**config.mk**
```make
export PLATFORM = sky130hd
export DESIGN_NAME = muldiv_seq
export DESIGN_NICKNAME = d
export VERILOG_FILES = /design/src/rtl/muldiv_pkg.sv /design/src/rtl/muldiv_abs.sv /design/src/rtl/muldiv_seq.sv
export SDC_FILE = /design/constraint.sdc
export NUM_CORES = 1
export LEC_CHECK = 0
export ABC_AREA = 0
export CORE_MARGIN = 10
export CORE_UTILIZATION = 34
export DETAILED_ROUTE_END_ITERATION = 8
export SLEW_MARGIN = 25
export SYNTH_ARGS = -nofsm -noshare
export SYNTH_HDL_FRONTEND = slang
export SYNTH_SLANG_ARGS = --single-unit
```
**constraint.sdc**
```tcl
create_clock -name clk -period 10.1 [get_ports clk]
set_input_delay 1.515 -clock clk [delete_from_list [all_inputs] [get_ports clk]]
set_output_delay 1.515 -clock clk [all_outputs]
set_load 0.005 [all_outputs]
```
**src/rtl/muldiv_pkg.sv**
```systemverilog
// Shared encodings for the sequential multiply/divide unit.
package muldiv_pkg;

    localparam logic [1:0] OpMulS = 2'b00;
    localparam logic [1:0] OpMulU = 2'b01;
    localparam logic [1:0] OpDivS = 2'b10;
    localparam logic [1:0] OpDivU = 2'b11;

    typedef enum logic [2:0] {
        StIdle  = 3'd0,
        StLoad  = 3'd1,
        StRun   = 3'd2,
        StFixup = 3'd3,
        StDone  = 3'd4
    } state_e;

    function automatic logic op_is_div(input logic [1:0] op);
        return (op == OpDivS) || (op == OpDivU);
    endfunction

    function automatic logic op_is_signed(input logic [1:0] op);
        return (op == OpMulS) || (op == OpDivS);
    endfunction

endpackage

```
**src/rtl/muldiv_abs.sv**
```systemverilog
// Conditional two's-complement negate; yields a magnitude or re-applies a sign.
module muldiv_abs #(
    parameter int unsigned WIDTH = 32
) (
    input  logic [WIDTH-1:0] value,
    input  logic             negate,
    output logic [WIDTH-1:0] result
);

    always_comb begin
        result = negate ? (~value + WIDTH'(1)) : value;
    end

endmodule

```
**src/rtl/muldiv_seq.sv**
```systemverilog
// Radix-2 sequential multiplier/divider: signs stripped in LOAD, one bit per RUN
// cycle through a shared adder, signs restored in FIXUP.
module muldiv_seq
    import muldiv_pkg::*;
#(
    parameter int unsigned WIDTH = 32
) (
    input  logic             clk,
    input  logic             reset,
    input  logic             start,
    input  logic [1:0]       op,
    input  logic [WIDTH-1:0] a,
    input  logic [WIDTH-1:0] b,
    output logic             busy,
    output logic             done,
    output logic [WIDTH-1:0] hi,
    output logic [WIDTH-1:0] lo,
    output logic             div_zero
);

    localparam int unsigned CntW = $clog2(WIDTH + 1);

    state_e            state_q, state_d;
    logic [1:0]        op_q, op_d;
    logic [WIDTH-1:0]  a_q, a_d, b_q, b_d;
    logic [WIDTH-1:0]  acc_q, acc_d, wlo_q, wlo_d, opnd_q, opnd_d;
    logic [WIDTH-1:0]  hi_q, hi_d, lo_q, lo_d;
    logic              sa_q, sa_d, sb_q, sb_d, dz_q, dz_d;
    logic [CntW-1:0]   cnt_q, cnt_d;

    logic              is_div, is_signed;
    logic [WIDTH-1:0]  mag_a, mag_b, quot_fix, rem_fix;
    logic [2*WIDTH-1:0] prod_fix;
    logic [WIDTH:0]    add_x, add_y, add_sum, pp;
    logic              add_sub, div_ok;

    assign is_div    = op_is_div(op_q);
    assign is_signed = op_is_signed(op_q);

    muldiv_abs #(.WIDTH(WIDTH)) u_abs_a (
        .value  (a_q),
        .negate (is_signed & a_q[WIDTH-1]),
        .result (mag_a)
    );

    muldiv_abs #(.WIDTH(WIDTH)) u_abs_b (
        .value  (b_q),
        .negate (is_signed & b_q[WIDTH-1]),
        .result (mag_b)
    );

    muldiv_abs #(.WIDTH(2 * WIDTH)) u_fix_prod (
        .value  ({acc_q, wlo_q}),
        .negate (is_signed & (sa_q ^ sb_q)),
        .result (prod_fix)
    );

    muldiv_abs #(.WIDTH(WIDTH)) u_fix_quot (
        .value  (wlo_q),
        .negate (is_signed & (sa_q ^ sb_q)),
        .result (quot_fix)
    );

    // Remainder follows the dividend's sign.
    muldiv_abs #(.WIDTH(WIDTH)) u_fix_rem (
        .value  (acc_q),
        .negate (is_signed & sa_q),
        .result (rem_fix)
    );

    // Shared adder: acc + multiplicand for mult, {rem,next bit} - divisor for div.
    always_comb begin
        add_y   = {1'b0, opnd_q};
        add_sub = is_div;
        add_x   = is_div ? {acc_q, wlo_q[WIDTH-1]} : {1'b0, acc_q};
        add_sum = add_x + (add_y ^ {(WIDTH+1){add_sub}}) + {{WIDTH{1'b0}}, add_sub};
    end

    // A set top bit in the shifted remainder already exceeds any WIDTH-bit divisor.
    assign div_ok = add_x[WIDTH] | ~add_sum[WIDTH];
    assign pp     = wlo_q[0] ? add_sum : {1'b0, acc_q};

    always_comb begin
        state_d = state_q;
        op_d    = op_q;
        a_d     = a_q;
        b_d     = b_q;
        acc_d   = acc_q;
        wlo_d   = wlo_q;
        opnd_d  = opnd_q;
        hi_d    = hi_q;
        lo_d    = lo_q;
        sa_d    = sa_q;
        sb_d    = sb_q;
        dz_d    = dz_q;
        cnt_d   = cnt_q;
        unique case (state_q)
            StIdle: begin
                if (start) begin
                    state_d = StLoad;
                    op_d    = op;
                    a_d     = a;
                    b_d     = b;
                    dz_d    = 1'b0;
                end
            end
            StLoad: begin
                sa_d   = is_signed & a_q[WIDTH-1];
                sb_d   = is_signed & b_q[WIDTH-1];
                acc_d  = '0;
                wlo_d  = mag_a;
                opnd_d = mag_b;
                cnt_d  = CntW'(WIDTH);
                if (is_div && (b_q == '0)) begin
                    dz_d    = 1'b1;
                    state_d = StDone;
                end else begin
                    state_d = StRun;
                end
            end
            StRun: begin
                if (is_div) begin
                    acc_d = div_ok ? add_sum[WIDTH-1:0] : add_x[WIDTH-1:0];
                    wlo_d = {wlo_q[WIDTH-2:0], div_ok};
                end else begin
                    acc_d = pp[WIDTH:1];
                    wlo_d = {pp[0], wlo_q[WIDTH-1:1]};
                end
                cnt_d = cnt_q - CntW'(1);
                if (cnt_q == CntW'(1)) begin
                    state_d = StFixup;
                end
            end
            StFixup: begin
                if (is_div) begin
                    hi_d = rem_fix;
                    lo_d = quot_fix;
                end else begin
                    {hi_d, lo_d} = prod_fix;
                end
                state_d = StDone;
            end
            StDone: begin
                state_d = StIdle;
            end
            default: begin
                state_d = StIdle;
            end
        endcase
    end

    always_ff @(posedge clk or posedge reset) begin
        if (reset) begin
            state_q <= StIdle;
        end else begin
            state_q <= state_d;
        end
    end

    always_ff @(posedge clk or posedge reset) begin
        if (reset) begin
            op_q   <= '0;
            a_q    <= '0;
            b_q    <= '0;
            acc_q  <= '0;
            wlo_q  <= '0;
            opnd_q <= '0;
            hi_q   <= '0;
            lo_q   <= '0;
            sa_q   <= 1'b0;
            sb_q   <= 1'b0;
            dz_q   <= 1'b0;
            cnt_q  <= '0;
        end else begin
            op_q   <= op_d;
            a_q    <= a_d;
            b_q    <= b_d;
            acc_q  <= acc_d;
            wlo_q  <= wlo_d;
            opnd_q <= opnd_d;
            hi_q   <= hi_d;
            lo_q   <= lo_d;
            sa_q   <= sa_d;
            sb_q   <= sb_d;
            dz_q   <= dz_d;
            cnt_q  <= cnt_d;
        end
    end

    always_comb begin
        busy     = (state_q != StIdle);
        done     = (state_q == StDone);
        hi       = hi_q;
        lo       = lo_q;
        div_zero = dz_q;
    end

endmodule

```
# Word-level counts from Yosys, hierarchy flattened
# Index checks and enable logic that the tools add are counted.
[totals] register_bits=238 elab_cells=78 out_inout_bits=67 input_bits=69
[op_classes] eq_ne=10 n_reduce_logical=12 n_mux=22 addsub=8 n_bitwise=13
[ops] operator="32-bit 2-to-1 mux" count=9
[ops] operator="32-bit by 1-bit adder with 32-bit output, second input constant" count=4
[ops] operator="32-bit NOT" count=4
[ops] operator="32-bit case mux with 2 select lines" count=2
[ops] operator="33-bit 2-to-1 mux" count=2
[ops] operator="64-bit by 1-bit adder with 64-bit output, second input constant" count=1
[ops] operator="64-bit 2-to-1 mux" count=1
[ops] operator="64-bit NOT" count=1
[ops] operator="33-bit by 1-bit adder with 33-bit output" count=1
[ops] operator="33-bit adder" count=1
[ops] operator="32-bit by 33-bit bitwise XOR with 33-bit output" count=1
[ops] operator="32-bit zero test" count=1
[ops] operator="3-bit case mux with 4 select lines" count=1
[ops] operator="6-bit case mux with 2 select lines" count=1
[ops] operator="3-bit 2-to-1 mux" count=3
[ops] operator="3-bit by 2-bit equality test with 1-bit output, second input constant" count=2
[ops] operator="6-bit by 1-bit equality test with 1-bit output, second input constant" count=1
[ops] operator="2-bit inequality test, second input constant" count=3
[ops] operator="6-bit by 1-bit subtractor with 6-bit output, second input constant" count=1
[ops] operator="1-bit AND" count=4
[ops] operator="2-bit equality test, second input constant" count=2
[ops] operator="2-bit AND reduction" count=2
[ops] operator="2-bit nonzero test" count=2
[ops] operator="3-bit by 1-bit equality test with 1-bit output, second input constant" count=1
[ops] operator="other kinds (12)" count=14

# Longest topological paths before layout
[depth] depth_word=10 depth_mapped=19

# Cells and area by module
# From an unflattened synthesis, not the netlist that was laid out.
[unflattened] hier_cells=1939 hier_area_um2=18156.2
[modules_own_cells] module="muldiv_seq" cells_per_inst=1337 n_inst=1 area_each_um2=13399.1
[modules_own_cells] module="muldiv_abs at u_abs_a ..." cells_per_inst=99 n_inst=4 area_each_um2=777.0
[modules_own_cells] module="muldiv_abs at u_fix_prod" cells_per_inst=206 n_inst=1 area_each_um2=1649.1

# Worst setup path before layout
# No wires, ideal clock.
[synth_timing] path_type="reg-to-reg" startpoint="register op_q[1]" endpoint="register acc_q[19]" setup_time_ns=0.126 path_stages_with_launch=15 setup_slack_ns=5.561 synth_period_minus_slack_ns=4.539 arrival_time_ns=4.413 required_ns=9.974 path_cell_list="dfrtp_1 > clkbuf_1 > clkbuf_1 > buf_1 > buf_1 > o21ai_0 > fa_1 > a211oi_1 > o21ai_0 > o211ai_1 > a211oi_1 > or4_1 > buf_4 > mux2_1 > a221o_1"
[synth_between] elab_chain_len=10 word_cells_on_any_way=13 classes_between="add/sub: 2; eq/ne: 2; mux: 5; bitwise: 3; reduce/logical: 1"
[synth_lines] element="start: declaration" line="muldiv_seq.sv:24" source="logic [1:0] op_q, op_d;"
[synth_lines] element="start signal: assignment" line="muldiv_seq.sv:175" source="op_q <= op_d;"
[synth_lines] element="2-bit equality test" line="muldiv_pkg.sv:18" source="return (op == OpDivS) || (op == OpDivU);"
[synth_lines] element="1-bit logical OR (*)" line="muldiv_pkg.sv:18"
[synth_lines] element="33-bit 2-to-1 mux / 32-bit by 33-bit bitwise XOR with 33-bit output (equally long branches)" line="muldiv_seq.sv:75, muldiv_seq.sv:76"
[synth_lines] element="33-bit adder" line="muldiv_seq.sv:76" source="add_sum = add_x + (add_y ^ {(WIDTH+1){add_sub}}) + {{WIDTH{1'b0}}, add_sub};"
[synth_lines] element="33-bit by 1-bit adder with 33-bit output" line="muldiv_seq.sv:76"
[synth_lines] element="1-bit NOT" line="muldiv_seq.sv:80" source="assign div_ok = add_x[WIDTH] | ~add_sum[WIDTH];"
[synth_lines] element="1-bit OR" line="muldiv_seq.sv:80"
[synth_lines] element="32-bit 2-to-1 mux" line="muldiv_seq.sv:123" source="acc_d = div_ok ? add_sum[WIDTH-1:0] : add_x[WIDTH-1:0];"
[synth_lines] element="32-bit 2-to-1 mux (*)" line="muldiv_seq.sv:122" source="if (is_div) begin"
[synth_lines] element="32-bit case mux with 2 select lines (*)" line="muldiv_seq.sv:97" source="unique case (state_q)"
[synth_lines] element="end signal: assignment" line="muldiv_seq.sv:165" source="acc_q <= '0;"
[synth_lines] element="end signal: assignment" line="muldiv_seq.sv:178" source="acc_q <= acc_d;"
[synth_lines] element="end: declaration" line="muldiv_seq.sv:26" source="logic [WIDTH-1:0] acc_q, acc_d, wlo_q, wlo_d, opnd_q, opnd_d;"
# Mark *: on every way between the ends. The rest lies on a longest branch, timed or not.
# A chain may end at the register's enable or synchronous reset.

# Final worst setup path
[layout_timing] startpoint="register op_q[1]" endpoint="register acc_q[26]"
# Same word-level chain as after synthesis.

==> run metrics <==
synthesis-to-finish area growth=17.5%; Clk Tree Root Cell=clkbuf_16; number of synthesized flops with an enable pin=0; prevailing post-synth register cell=dfrtp_1; number of gates resized after cts=0; width of the die=233 um; Max-slew headroom=0.324; Worst path depth=12; number of DRC markers after the initial detailed-route iteration=1138; required time of the worst setup path=10510 ps; number of rows in the core area=78; startpoint of the worst-slack reg-to-reg timing path=op_q[1]; Antenna Nets Post-Route=0; Min Clock Period, post-route=5400 ps; mapped cell area=15400 sq um; status=finished clean; family with the most delay on the worst path=compound AO/OA/AOI/OAI gates; crit path capture type=register; Layout Cell Area excl Fill=18200 sq um; fraction of registers with async set or reset after synthesis=1.00; DP HPWL=32.6 mm; critical path class=reg -> reg; Syn Area/Cell=8.82 sq um; die footprint=54400 sq um; placement-stage cell area=17200 sq um; critical path fanouts, max=71; Post-CTS Repair Setup Buffers=0; vias in the first global route=12214; reg2reg path depth=12; RD Place Congestion=0.888; sequence of cells on the critical path=buf_4 > o21ai_0 > fa_1 > a211oi_1 > o21ai_0 > o211ai_1 > a211oi_1 > or4_2 > nand2_2 > o21ba_1 > a222oi_1 > o21ai_1; GRT Residual Overflow=0; register-to-register setup slack=4700 ps; number of buffers created by CTS=27; effective utilization at floorplan=0.342; Min-Delay Path Depth=2; Gate Count Post-Synth=1751; first-pass GRT wire length=70.6 mm; overall via count from detail_route=12828; most frequent standard cell in the layout excluding fill and tap cells=nand2_1; cell area power density=411 nW/um^2; hold wc startpoint=hi[13]; IO Count=136; Reg-to-Reg End=acc_q[26]; leakage dissipation=7.37 nW; buffers plus inverters on the worst setup path=1; Hold EP=hi[13]; Final Hold Fails=0; flip-flop and latch area=5960 sq um; critical path launch point type=register; maximum capacitance violations=0; unrepaired setup endpoints after global routing=false; type of the tightest min-delay check=reg -> reg; flip-flop and latch count after synthesis=238; post-layout net count=1911; final sum of negative setup slack=0 ps; count of H-tree levels built during CTS=1; clock-pin slew of the registers on the worst-case setup and hold paths=60 ps; TritonCTS sink count=238; die height=233 um; Synth Net Count=1858; Synth warnings=0; worst IR drop on VDD=0.000152 V; final setup fails=0; data arrival time at the worst-slack endpoint=5810 ps; library cells used by synthesis=78; Least-Margin Pin Slew=1010 ps; Remaining DRCs=0; count of hold buffers inserted by post-cts repair=0; clock tree buffer depth=3; period utilisation layout=0.535; worst clock skew=14.6 ps; layout cells sized above 1=0.0997; slowest CP cell=or4_2; commonest cells after routing, fill and taps aside=nand2_1, dfrtp_1, o21ai_0; wire length reported by the detailed router=44.0 mm; worst-skew pair later-pin latency=560 ps; CTS tree=done; antenna violations before repair=0; number of antenna cells inserted=0; maximum single-stage delay on the critical path=960 ps; Filler Cells Inserted=4502; Overall Global Routing Usage=0.159; Total Power Consumption=0.00747 W; register area share after synthesis=0.385; highest attainable clock frequency=185 MHz; vias per cell=5.29; Slew Viols, Final=0; pin count of the biggest net entering global routing=142; average wire length per cell after detail routing=18.2 um; Std-Cell Core Area=45200 sq um; area of the multi-input gates=8910 sq um; port bufs=135; length of the first detailed-routing pass in iterations=5
[stage by stage]
stage | hold slack, ps | setup slack, ps | utilization | std cells
final | 478 | 4700 | 0.402 | 2425
after global routing | 505 | 4250 | 0.402 | 2425
after CTS | 479 | 4650 | 0.402 | 2425
after detailed placement | 472 | 4690 | 0.381 | 2375
after global placement | 465 | 4790 | 0.381 | 2375
after floorplan | 447 | 2050 | - | 1751
[per-layer routing]
layer | vias to the layer above | track usage | wire [um]
met5 | - | 0 | 0
met2 | 332 | 0.238 | 19200
met1 | 6121 | 0.238 | 22000
met3 | 52 | 0.0175 | 2000
met4 | 0 | 0.0406 | 871
li1 | 6323 | - | -
[how the worst max path moves through the flow]
| stage | startpoint | slack [ps] | to |
|---|---|---|---|
| after floorplan | reset | 2050 | a_q[0] |
| after detailed placement | op_q[1] | 4690 | acc_q[26] |
| after global placement | op_q[1] | 4790 | acc_q[26] |
| final | op_q[1] | 4700 | acc_q[26] |
| after CTS | op_q[1] | 4650 | acc_q[26] |
| after global routing | op_q[1] | 4250 | acc_q[26] |
[report_power, final]
part	internal (W)	switching [W]	total, W
sequential	0.00140	0.000590	0.00199
combinational	0.00189	0.00255	0.00443
clock	0.000630	0.000415	0.00105
total	0.00392	0.00355	0.00747
[cells in the mapped netlist, types with 9 or more instances]
library cell / number / area [sq um]
o41ai_1: 9 / 78.8
nand2_1: 251 / 942
a211oi_1: 19 / 143
clkbuf_1: 103 / 387
a21o_1: 11 / 82.6
xor2_1: 79 / 692
mux2i_1: 52 / 521
xnor2_1: 96 / 841
nand2b_1: 12 / 75.1
a21oi_1: 108 / 541
o31ai_1: 13 / 97.6
o21ai_1: 11 / 55.1
buf_1: 14 / 52.6
nand4_1: 9 / 56.3
a31oi_1: 21 / 131
or4_1: 9 / 67.6
nor3_1: 37 / 185
or3_1: 12 / 75.1
o21ai_0: 199 / 996
ha_1: 37 / 463
inv_1: 30 / 113
nor2b_1: 22 / 138
dfrtp_1: 238 / 5960
nor2_1: 94 / 353
nand3_1: 16 / 80.1
mux2_2: 87 / 980
a22o_1: 9 / 78.8
nor4_1: 16 / 100
o211ai_1: 35 / 263
[tightest hold or removal path, cell delays in order, from the launching register on]
cell     delay, ps
dfrtp_1        340
nand2_1         40
o21ai_0         60
[cell families after synthesis]
kind of cell | Yosys count | share of synthesized area
buffers and inverters | 156 | 0.0395
flip-flops | 238 | 0.385
multiplexers | 140 | 0.0978
XOR/XNOR | 175 | 0.0992
adder cells (fa/ha/maj) | 38 | 0.0313
AND/OR/NAND/NOR | 524 | 0.160
AO/OA/AOI/OAI | 480 | 0.187
[layout make-up]
class                   instances  share of cell area
multi-input cells            1357               0.491
flip-flops and latches        238               0.328
repair buffers                149              0.0809
clock buffers                  36              0.0418
well taps                     600              0.0414
clock inverters                14             0.00993
inverters                      31             0.00682
[flip-flops by register name, indices dropped and copies added, names as in the netlist]
signal,count
acc_q,32
opnd_q,32
a_q,32
cnt_q,6
b_q,32
sa_q,1
state_q,3
wlo_q,32
op_q,2
lo,32
hi,32
div_zero,1
sb_q,1
No activity file was read; power rests on OpenSTA's default activity.
